<file path="src/rtl/uart_rx_buffer_if.sv">
// Receiver-facing strobes, host read port and status of the rx byte buffer.
// almost_full exists only when UART_RX_BUFFER_WMARK_EN is defined.
interface uart_rx_buffer_if #(
    parameter int ADDR_W = 3
);
    logic [7:0]      Rx_DATA;
    logic            Rx_VALID;
    logic            Rx_PERROR;
    logic            Rx_FERROR;
    logic            rd_en;
    logic            clear;
    logic [7:0]      rd_data;
    logic            rd_valid;
    logic            empty;
    logic            full;
    logic [ADDR_W:0] count;
    logic            overrun;
    logic [7:0]      perror_cnt;
    logic [7:0]      ferror_cnt;
`ifdef UART_RX_BUFFER_WMARK_EN
    logic            almost_full;
`endif

    modport slave (
        input  Rx_DATA, Rx_VALID, Rx_PERROR, Rx_FERROR, rd_en, clear,
        output rd_data, rd_valid, empty, full, count, overrun, perror_cnt, ferror_cnt
`ifdef UART_RX_BUFFER_WMARK_EN
        , almost_full
`endif
    );

    modport master (
        output Rx_DATA, Rx_VALID, Rx_PERROR, Rx_FERROR, rd_en, clear,
        input  rd_data, rd_valid, empty, full, count, overrun, perror_cnt, ferror_cnt
`ifdef UART_RX_BUFFER_WMARK_EN
        , almost_full
`endif
    );
endinterface

</file>
<file path="src/rtl/uart_rx_buffer.sv">
// Edge-detects UART receiver strobes into a DEPTH-entry byte FIFO with a 1-cycle registered read,
// sticky overrun and saturating parity/framing counters; UART_RX_BUFFER_WMARK_EN adds registered almost_full.
module uart_rx_buffer #(
    parameter int DEPTH  = 8,
    parameter int ADDR_W = 3,
    parameter int WMARK  = 6
) (
    input  logic           clk,
    input  logic           reset,
    uart_rx_buffer_if.slave bus
);
    typedef enum logic {IDLE, OUT} rd_state_t;

    localparam logic [ADDR_W:0]   DEPTH_C = (ADDR_W+1)'(DEPTH);
    localparam logic [ADDR_W:0]   CNT_ONE = 1;
    localparam logic [ADDR_W-1:0] PTR_ONE = 1;

    if (DEPTH < 2 || DEPTH != (1 << ADDR_W)) begin : g_bad_depth
        $error("uart_rx_buffer: DEPTH must be a power of two >= 2 and equal 2**ADDR_W");
    end
    if (WMARK < 1 || WMARK > DEPTH) begin : g_bad_wmark
        $error("uart_rx_buffer: WMARK must lie in 1..DEPTH");
    end

    logic [7:0]        mem [DEPTH];
    logic [ADDR_W-1:0] wr_ptr, rd_ptr;
    logic [ADDR_W:0]   count_q, count_nxt;
    logic              rx_valid_q, perror_q, ferror_q;
    logic [7:0]        rd_data_q;
    logic              overrun_q;
    logic [7:0]        perror_cnt_q, ferror_cnt_q;
    rd_state_t         state_q, state_nxt;

    logic wr_evt, perror_evt, ferror_evt;
    logic empty_w, full_w, rd_acc, wr_acc, wr_drop;

    assign wr_evt     = bus.Rx_VALID  & ~rx_valid_q;
    assign perror_evt = bus.Rx_PERROR & ~perror_q;
    assign ferror_evt = bus.Rx_FERROR & ~ferror_q;

    assign empty_w = (count_q == '0);
    assign full_w  = (count_q == DEPTH_C);
    assign rd_acc  = bus.rd_en & ~empty_w;
    // A read in the same cycle frees the slot, so a full FIFO can still take the byte.
    assign wr_acc  = wr_evt & (~full_w | rd_acc);
    assign wr_drop = wr_evt & ~wr_acc;

    always_comb begin
        count_nxt = count_q;
        case ({wr_acc, rd_acc})
            2'b10:   count_nxt = count_q + CNT_ONE;
            2'b01:   count_nxt = count_q - CNT_ONE;
            default: count_nxt = count_q;
        endcase
    end

    always_comb begin
        state_nxt = state_q;
        case (state_q)
            IDLE:    state_nxt = rd_acc ? OUT : IDLE;
            OUT:     state_nxt = rd_acc ? OUT : IDLE;
            default: state_nxt = IDLE;
        endcase
    end

    always_ff @(posedge clk or posedge reset) begin
        if (reset) begin
            state_q <= IDLE;
        end else begin
            state_q <= state_nxt;
        end
    end

    always_ff @(posedge clk) begin
        if (wr_acc) begin
            mem[wr_ptr] <= bus.Rx_DATA;
        end
    end

    always_ff @(posedge clk or posedge reset) begin
        if (reset) begin
            wr_ptr     <= '0;
            rd_ptr     <= '0;
            count_q    <= '0;
            rd_data_q  <= 8'h00;
            rx_valid_q <= 1'b0;
            perror_q   <= 1'b0;
            ferror_q   <= 1'b0;
        end else begin
            rx_valid_q <= bus.Rx_VALID;
            perror_q   <= bus.Rx_PERROR;
            ferror_q   <= bus.Rx_FERROR;
            count_q    <= count_nxt;
            if (wr_acc) begin
                wr_ptr <= wr_ptr + PTR_ONE;
            end
            if (rd_acc) begin
                rd_data_q <= mem[rd_ptr];
                rd_ptr    <= rd_ptr + PTR_ONE;
            end
        end
    end

    // clear wins over any same-cycle increment or overrun set.
    always_ff @(posedge clk or posedge reset) begin
        if (reset) begin
            overrun_q    <= 1'b0;
            perror_cnt_q <= 8'h00;
            ferror_cnt_q <= 8'h00;
        end else if (bus.clear) begin
            overrun_q    <= 1'b0;
            perror_cnt_q <= 8'h00;
            ferror_cnt_q <= 8'h00;
        end else begin
            if (wr_drop) begin
                overrun_q <= 1'b1;
            end
            if (perror_evt && perror_cnt_q != 8'hFF) begin
                perror_cnt_q <= perror_cnt_q + 8'd1;
            end
            if (ferror_evt && ferror_cnt_q != 8'hFF) begin
                ferror_cnt_q <= ferror_cnt_q + 8'd1;
            end
        end
    end

`ifdef UART_RX_BUFFER_WMARK_EN
    localparam logic [ADDR_W:0] WMARK_C = (ADDR_W+1)'(WMARK);
    logic almost_full_q;

    always_ff @(posedge clk or posedge reset) begin
        if (reset) begin
            almost_full_q <= 1'b0;
        end else begin
            almost_full_q <= (count_nxt >= WMARK_C);
        end
    end

    assign bus.almost_full = almost_full_q;
`endif

    assign bus.rd_data    = rd_data_q;
    assign bus.rd_valid   = (state_q == OUT);
    assign bus.empty      = empty_w;
    assign bus.full       = full_w;
    assign bus.count      = count_q;
    assign bus.overrun    = overrun_q;
    assign bus.perror_cnt = perror_cnt_q;
    assign bus.ferror_cnt = ferror_cnt_q;
endmodule
</file>
<file path="src/flat_wrapper.sv">
// flat-port wrapper written by rule: the top's interface ports become plain ports
module uart_rx_buffer_flat 
#(
    parameter int DEPTH  = 8,
    parameter int ADDR_W = 3,
    parameter int WMARK  = 6
)
  (clk, reset, bus_Rx_DATA, bus_Rx_VALID, bus_Rx_PERROR, bus_Rx_FERROR, bus_rd_en, bus_clear, bus_rd_data, bus_rd_valid, bus_empty, bus_full, bus_count, bus_overrun, bus_perror_cnt, bus_ferror_cnt);
  uart_rx_buffer_if #(.ADDR_W(ADDR_W)) bus_i ();
  input  logic clk;
  input  logic reset;
  input wire logic [$bits(bus_i.Rx_DATA)-1:0] bus_Rx_DATA;
  input wire logic [$bits(bus_i.Rx_VALID)-1:0] bus_Rx_VALID;
  input wire logic [$bits(bus_i.Rx_PERROR)-1:0] bus_Rx_PERROR;
  input wire logic [$bits(bus_i.Rx_FERROR)-1:0] bus_Rx_FERROR;
  input wire logic [$bits(bus_i.rd_en)-1:0] bus_rd_en;
  input wire logic [$bits(bus_i.clear)-1:0] bus_clear;
  output wire logic [$bits(bus_i.rd_data)-1:0] bus_rd_data;
  output wire logic [$bits(bus_i.rd_valid)-1:0] bus_rd_valid;
  output wire logic [$bits(bus_i.empty)-1:0] bus_empty;
  output wire logic [$bits(bus_i.full)-1:0] bus_full;
  output wire logic [$bits(bus_i.count)-1:0] bus_count;
  output wire logic [$bits(bus_i.overrun)-1:0] bus_overrun;
  output wire logic [$bits(bus_i.perror_cnt)-1:0] bus_perror_cnt;
  output wire logic [$bits(bus_i.ferror_cnt)-1:0] bus_ferror_cnt;
  assign bus_i.Rx_DATA = bus_Rx_DATA;
  assign bus_i.Rx_VALID = bus_Rx_VALID;
  assign bus_i.Rx_PERROR = bus_Rx_PERROR;
  assign bus_i.Rx_FERROR = bus_Rx_FERROR;
  assign bus_i.rd_en = bus_rd_en;
  assign bus_i.clear = bus_clear;
  assign bus_rd_data = bus_i.rd_data;
  assign bus_rd_valid = bus_i.rd_valid;
  assign bus_empty = bus_i.empty;
  assign bus_full = bus_i.full;
  assign bus_count = bus_i.count;
  assign bus_overrun = bus_i.overrun;
  assign bus_perror_cnt = bus_i.perror_cnt;
  assign bus_ferror_cnt = bus_i.ferror_cnt;
  uart_rx_buffer #(.DEPTH(DEPTH), .ADDR_W(ADDR_W), .WMARK(WMARK)) u_core (.clk(clk), .reset(reset), .bus(bus_i));
endmodule
</file>
<file path="config.mk">
export PLATFORM = sky130hd
export DESIGN_NAME = uart_rx_buffer_flat
export DESIGN_NICKNAME = d
export VERILOG_FILES = /design/src/rtl/uart_rx_buffer_if.sv /design/src/rtl/uart_rx_buffer.sv /design/src/flat_wrapper.sv
export SDC_FILE = /design/constraint.sdc
export NUM_CORES = 1
export LEC_CHECK = 0
export ABC_AREA = 1
export BUFFER_PORTS_ARGS = -buffer_cell sky130_fd_sc_hd__buf_2
export CORE_UTILIZATION = 35
export DETAILED_ROUTE_END_ITERATION = 7
export PLACE_DENSITY = 0.61
export RECOVER_POWER = 50
export SYNTH_ARGS = -nofsm -noshare
export SYNTH_HDL_FRONTEND = slang
export SYNTH_SLANG_ARGS = --single-unit
</file>
<file path="constraint.sdc">
create_clock -name clk -period 1.8 [get_ports clk]
set_input_delay 0.36 -clock clk [delete_from_list [all_inputs] [get_ports clk]]
set_output_delay 0.36 -clock clk [all_outputs]
set_load 0.03 [all_outputs]
</file>
## Word-level counts from Yosys, hierarchy flattened

Memory sizes are Yosys's and may differ from the RTL's. A register that Yosys moved wholly into a read port is not among the register bits.
Cells that the tools add are included.

- Add/subtract/negate cells: 6
- Eq/ne operators: 5
- Mux-type cells: 10
- Bitwise logic cells: 13
- Reductions and logical operators: 7

Operators with widths:

| cell | number |
|---|---|
| $mux 8 | 4 |
| $add 8x1->8 const B | 2 |
| $ne 8x8->1 const B | 2 |
| $pmux 4 s2 | 1 |
| $reduce_bool 2->1 | 4 |
| $add 3x1->3 const B | 2 |
| $and 1x1->1 | 6 |
| $not 1->1 | 6 |
| $mux 1 | 5 |
| $add 4x1->4 const B | 1 |
| $eq 4x4->1 const B | 1 |
| $logic_not 4->1 | 1 |
| $sub 4x1->4 const B | 1 |
| $eq 2x1->1 const B | 1 |
| $eq 2x2->1 const B | 1 |
| $logic_and 1x1->1 | 2 |
| $or 1x1->1 | 1 |

- Bits in registers: 31
- Memory bits (writable): 64
- Logic and storage cells: 52
- Memories kept: 1

Memory list:

| name | words | width | rd ports | clocked after Yosys merged registers in | wr ports | RTL line | text |
|---|---|---|---|---|---|---|---|
| u_core.mem | 8 | 8 | 1 | 1 | 1 | uart_rx_buffer.sv:25 | `logic [7:0] mem [DEPTH];` |

## Logic depth before layout (Yosys ltp)

- Word-level depth: 9
- Gate-level depth with buffers: 13
- Depth with buffers taken out: 13

## Worst setup path before layout

Ideal clock, no wire load.

- Kind: reg-to-output
- From: register u_core.count_q[3] (netlist: u_core.bus.count[3])
- To: output port bus_full
- Arrival time: 1619 ps
- Required time: 1440 ps
- Path slack: -179 ps
- Cell stages (with the launch flop): 3
- Path buffers: 0
- Path through: dfrtp_1 inv_1 nor4_1

- Word-level cells in the longest chain between the ends: 1

RTL lines:

| element | RTL line | text |
|---|---|---|
| from (decl) | uart_rx_buffer.sv:27 | `logic [ADDR_W:0] count_q, count_nxt;` |
| from (signal assigned) | uart_rx_buffer.sv:93 | `count_q <= count_nxt;` |
| $eq 4x4->1 | uart_rx_buffer.sv:42 | `assign full_w = (count_q == DEPTH_C);` |
| to (decl) | flat_wrapper.sv:21 | `output wire logic [$bits(bus_i.full)-1:0] bus_full;` |

No other way between the ends.

## Worst setup path after layout

- From: register u_core.count_q[0] (netlist: u_core.bus.count[0])
- To: output port bus_full

The elaborated chain is that of the path after synthesis.

==> impl_results.md <==
* Mapped Cells at around 430
* Clock Power Share at 0.263
* Final setup fails at 0
* DRC violations left at 0
* WHS at -0.00616 ns
* Clock Skew at between 0.006 and 0.007 ns
* Leak pwr at 0.00223 uW
* Via count at 3153
* YS warnings at 0
* R2r setup slk at 0.11 ns
* Post-cts resize count at 0
* Grt peak-use layer: met2
* All-Layer GR Usage at 0.145
* Fmax at roughly 570 MHz
* Worst Path Max Fanout at 5
* Sw frac at 0.366
* Synth cell types at 32
* Die height at 115 um
* Hold_buf cts at 0
* Synth top area cells: edfxtp_1 43%, dfrtp_1 22%, nand2_1 6.7%
* Number of CTS-inserted buffers at 9
* Switching pwr at between 2000 and 3000 uW
* Average size of a mapped cell at between 10 and 15 um2
* Post-synth ARST share at 0.379
* Post-Layout Cell Count at 665
* Final WL at roughly 8.9 mm
* GR Util met3 at 0.0340
* EDFF count, synth at 64
* First-pass GRT wire length at roughly 15 mm
* Worst-case clock buffer depth at 2
* Final Hold Viols at 9
* Top-area cell type share of the netlist area at 0.426
* M1 GR Usage at 0.191
* Worst-path clk slew at 0.07 ns
* Tcrit/Tclk final at 0.972
* Pint at roughly 4700 uW
* Final period demand of the worst path at about 1.8 ns
* Later-pin clock latency in the skew report at around 0.34 ns
* Count leader, synth: nand2_1
* Aggregate global routing overflow at 0
* R2R cell count at 7
* Crit path DAT at 1.39 ns
* Worst-margin pin slew at slightly above 1 ns
* Number of diodes at 0
* Crit path required time at 1.44 ns
* TritonRoute pass-1 iters at 4
* Max-cap violations at 0
* Gate power share at 0.333
* Min-delay worst type: input port to asynchronous set/reset pin
* End-of-flow core utilization at 0.424
* Slew Limit Fails at 0
* DP Area at just over 5000 um2
* Post-route ant nets at 0
* Post-DP HPWL at roughly 6.3 mm
* Row count at 41
* H-tree levels at 3
* IO Count at 47
* CP Launch Type: register
* Cell taking the most area after synthesis: edfxtp_1
* Placer Congestion at slightly below 0.8
* TritonCTS clock tree: yes
* Cell Area, Synth at roughly 4500 um2
* RSZ-0062 raised after global routing: true
* Seq pwr share at 0.404
* Clk sinks at approximately 100
* Largest net degree at the start of global routing at 35
* Post-synthesis sequential area ratio at 0.643
* Die ar. at between 10000 and 15000 um2
* Kind of critical path: register to output port
* Dominant synthesized flop cell: edfxtp_1
* Post-CTS Setup Repair Bufs at 0
* Nets at 511
* # fillers at ~1200
* Clk root buf: clkbuf_16
* Core area at around 13000 um2
* Synth top cells by count: 81 x nand2_1, 71 x nor2_1, 64 x edfxtp_1
* Layout cells sized above 1 at 0.181
* #FFs+latches synth at 103
* Reg-to-reg endpoint: u_core.mem[0][0]$_DFFE_PP_
* Power Density at 1400 nW/um2
* Violated checks: hold timing
* Crit. End Element: output port
* Drt wl/cell at 13.4 um
* Layout Area Growth over Synthesis at 18.4%
* Design Power at 7470 uW
* Vias in the first global route at 3040
* Setup_tns at 0 ns
* R2R Path Start: u_core.bus.count[3]$_DFFE_PP0P_
* Maximum vdd drop at 0.000644 V
* Status: complete, but fails checks
* Initial core utilization at 0.359
* DIE WIDTH at 115 um
* Met2 Use GR at 0.236
* Input/output buffers at 46
* Syn_nets at 447
* Dpl cells at 650
* DR iter-0 viols at slightly below 200
* Average vias per placed instance at ~4.7
* Post-route cell area at 5340 um2
* Relative slew slack at 0.311
* Initial antenna violation count at 0
state kept, by name (all words and copies together) (netlist names):
register / count
u_core.mem: 64
u_core.bus.ferror_cnt: 8
u_core.bus.perror_cnt: 8
u_core.bus.rd_data: 8
u_core.bus.count: 4
u_core.rd_ptr: 3
u_core.wr_ptr: 3
u_core.bus.overrun: 1
u_core.bus.rd_valid: 1
u_core.ferror_q: 1
u_core.perror_q: 1
u_core.rx_valid_q: 1
per-stage QoR:
stage / hold WS, ns / setup slack [ns]
2_1_floorplan: 0.391 / -0.0684
3_3_place_gp: 0.394 / 0.0546
3_5_place_dp: 0.399 / -0.00883
4_1_cts: 0.0343 / 0.00681
5_1_grt: 0.0286 / -0.00757
6_report: -0.00616 / 0.0498
worst max-delay path: stages (launching register included):
cell	delay (ns)
dfrtp_2	0.42
buf_4	0.17
nor4_4	0.26
buf_4	0.20
placed cells by master (no fill, tap or decap), drive strengths merged:
cell and n:
clkinvlp 1, clkinv 1, o21ai 36, nor3 3, o211ai 16, buf 43
nand4 4, bufinv 1, edfxtp 64, a21oi 5, xor2 6, xnor2 1
dfrtp 39, inv 35, ha 6, or2 4, nand3 27, nand2 87
clkbuf 32, nor2 76, nand3b 4, nor4 1, fa 1
layer usage:
| metal | vias to the layer above | share of wire |
|---|---|---|
| met5 | - | 0 |
| met4 | 0 | 0.014 |
| met3 | 11 | 0.043 |
| met2 | 62 | 0.47 |
| met1 | 1514 | 0.47 |
| li1 | 1566 | - |
power groups by stage:
stage	logic [uW]	clock network, uW	registers, uW
global route	2800	2120	3050
global placement	2410	0	3040
detailed placement	2480	0	3050
floorplan	1440	0	3370
CTS	2490	2010	3010
finish	2490	1970	3020
worst max path at each step:
stage | end | slack (ns) | from
after floorplan | u_core.mem[4][0]$_DFFE_PP_ | -0.07 | u_core.bus.count[3]$_DFFE_PP0P_
after global placement | u_core.bus.count[3]$_DFFE_PP0P_ | 0.05 | bus_Rx_VALID
after detailed placement | u_core.bus.count[3]$_DFFE_PP0P_ | -0.009 | bus_Rx_VALID
after CTS | u_core.bus.count[3]$_DFFE_PP0P_ | 0.007 | u_core.bus.count[1]$_DFFE_PP0P_
after global routing | u_core.bus.count[3]$_DFFE_PP0P_ | -0.008 | u_core.bus.count[3]$_DFFE_PP0P_
final | bus_full | 0.05 | u_core.bus.count[0]$_DFFE_PP0P_
final cells by class:
cell class                      instances  area [um2]  share of cell area
Clock buffer                            9         225              0.0422
Multi-Input combinational cell        277        1450               0.272
Clock inverter                          6        75.1              0.0141
Timing Repair Buffer                   66         347              0.0650
Tap cell                              172         215              0.0403
Inverter                               32         120              0.0225
Sequential cell                       103        2900               0.544
cells by family (layout without fill, tap and decap cells):
logic type,Yosys count,count (layout),share of synthesized area
flip-flops,103,103,0.643
buffers and inverters,45,113,0.0422
AO/OA/AOI/OAI,57,57,0.0772
adder cells (fa/ha/maj),7,7,0.0211
AND/OR/NAND/NOR,206,206,0.203
XOR/XNOR,7,7,0.0136
(Power assumes the default switching activity.)
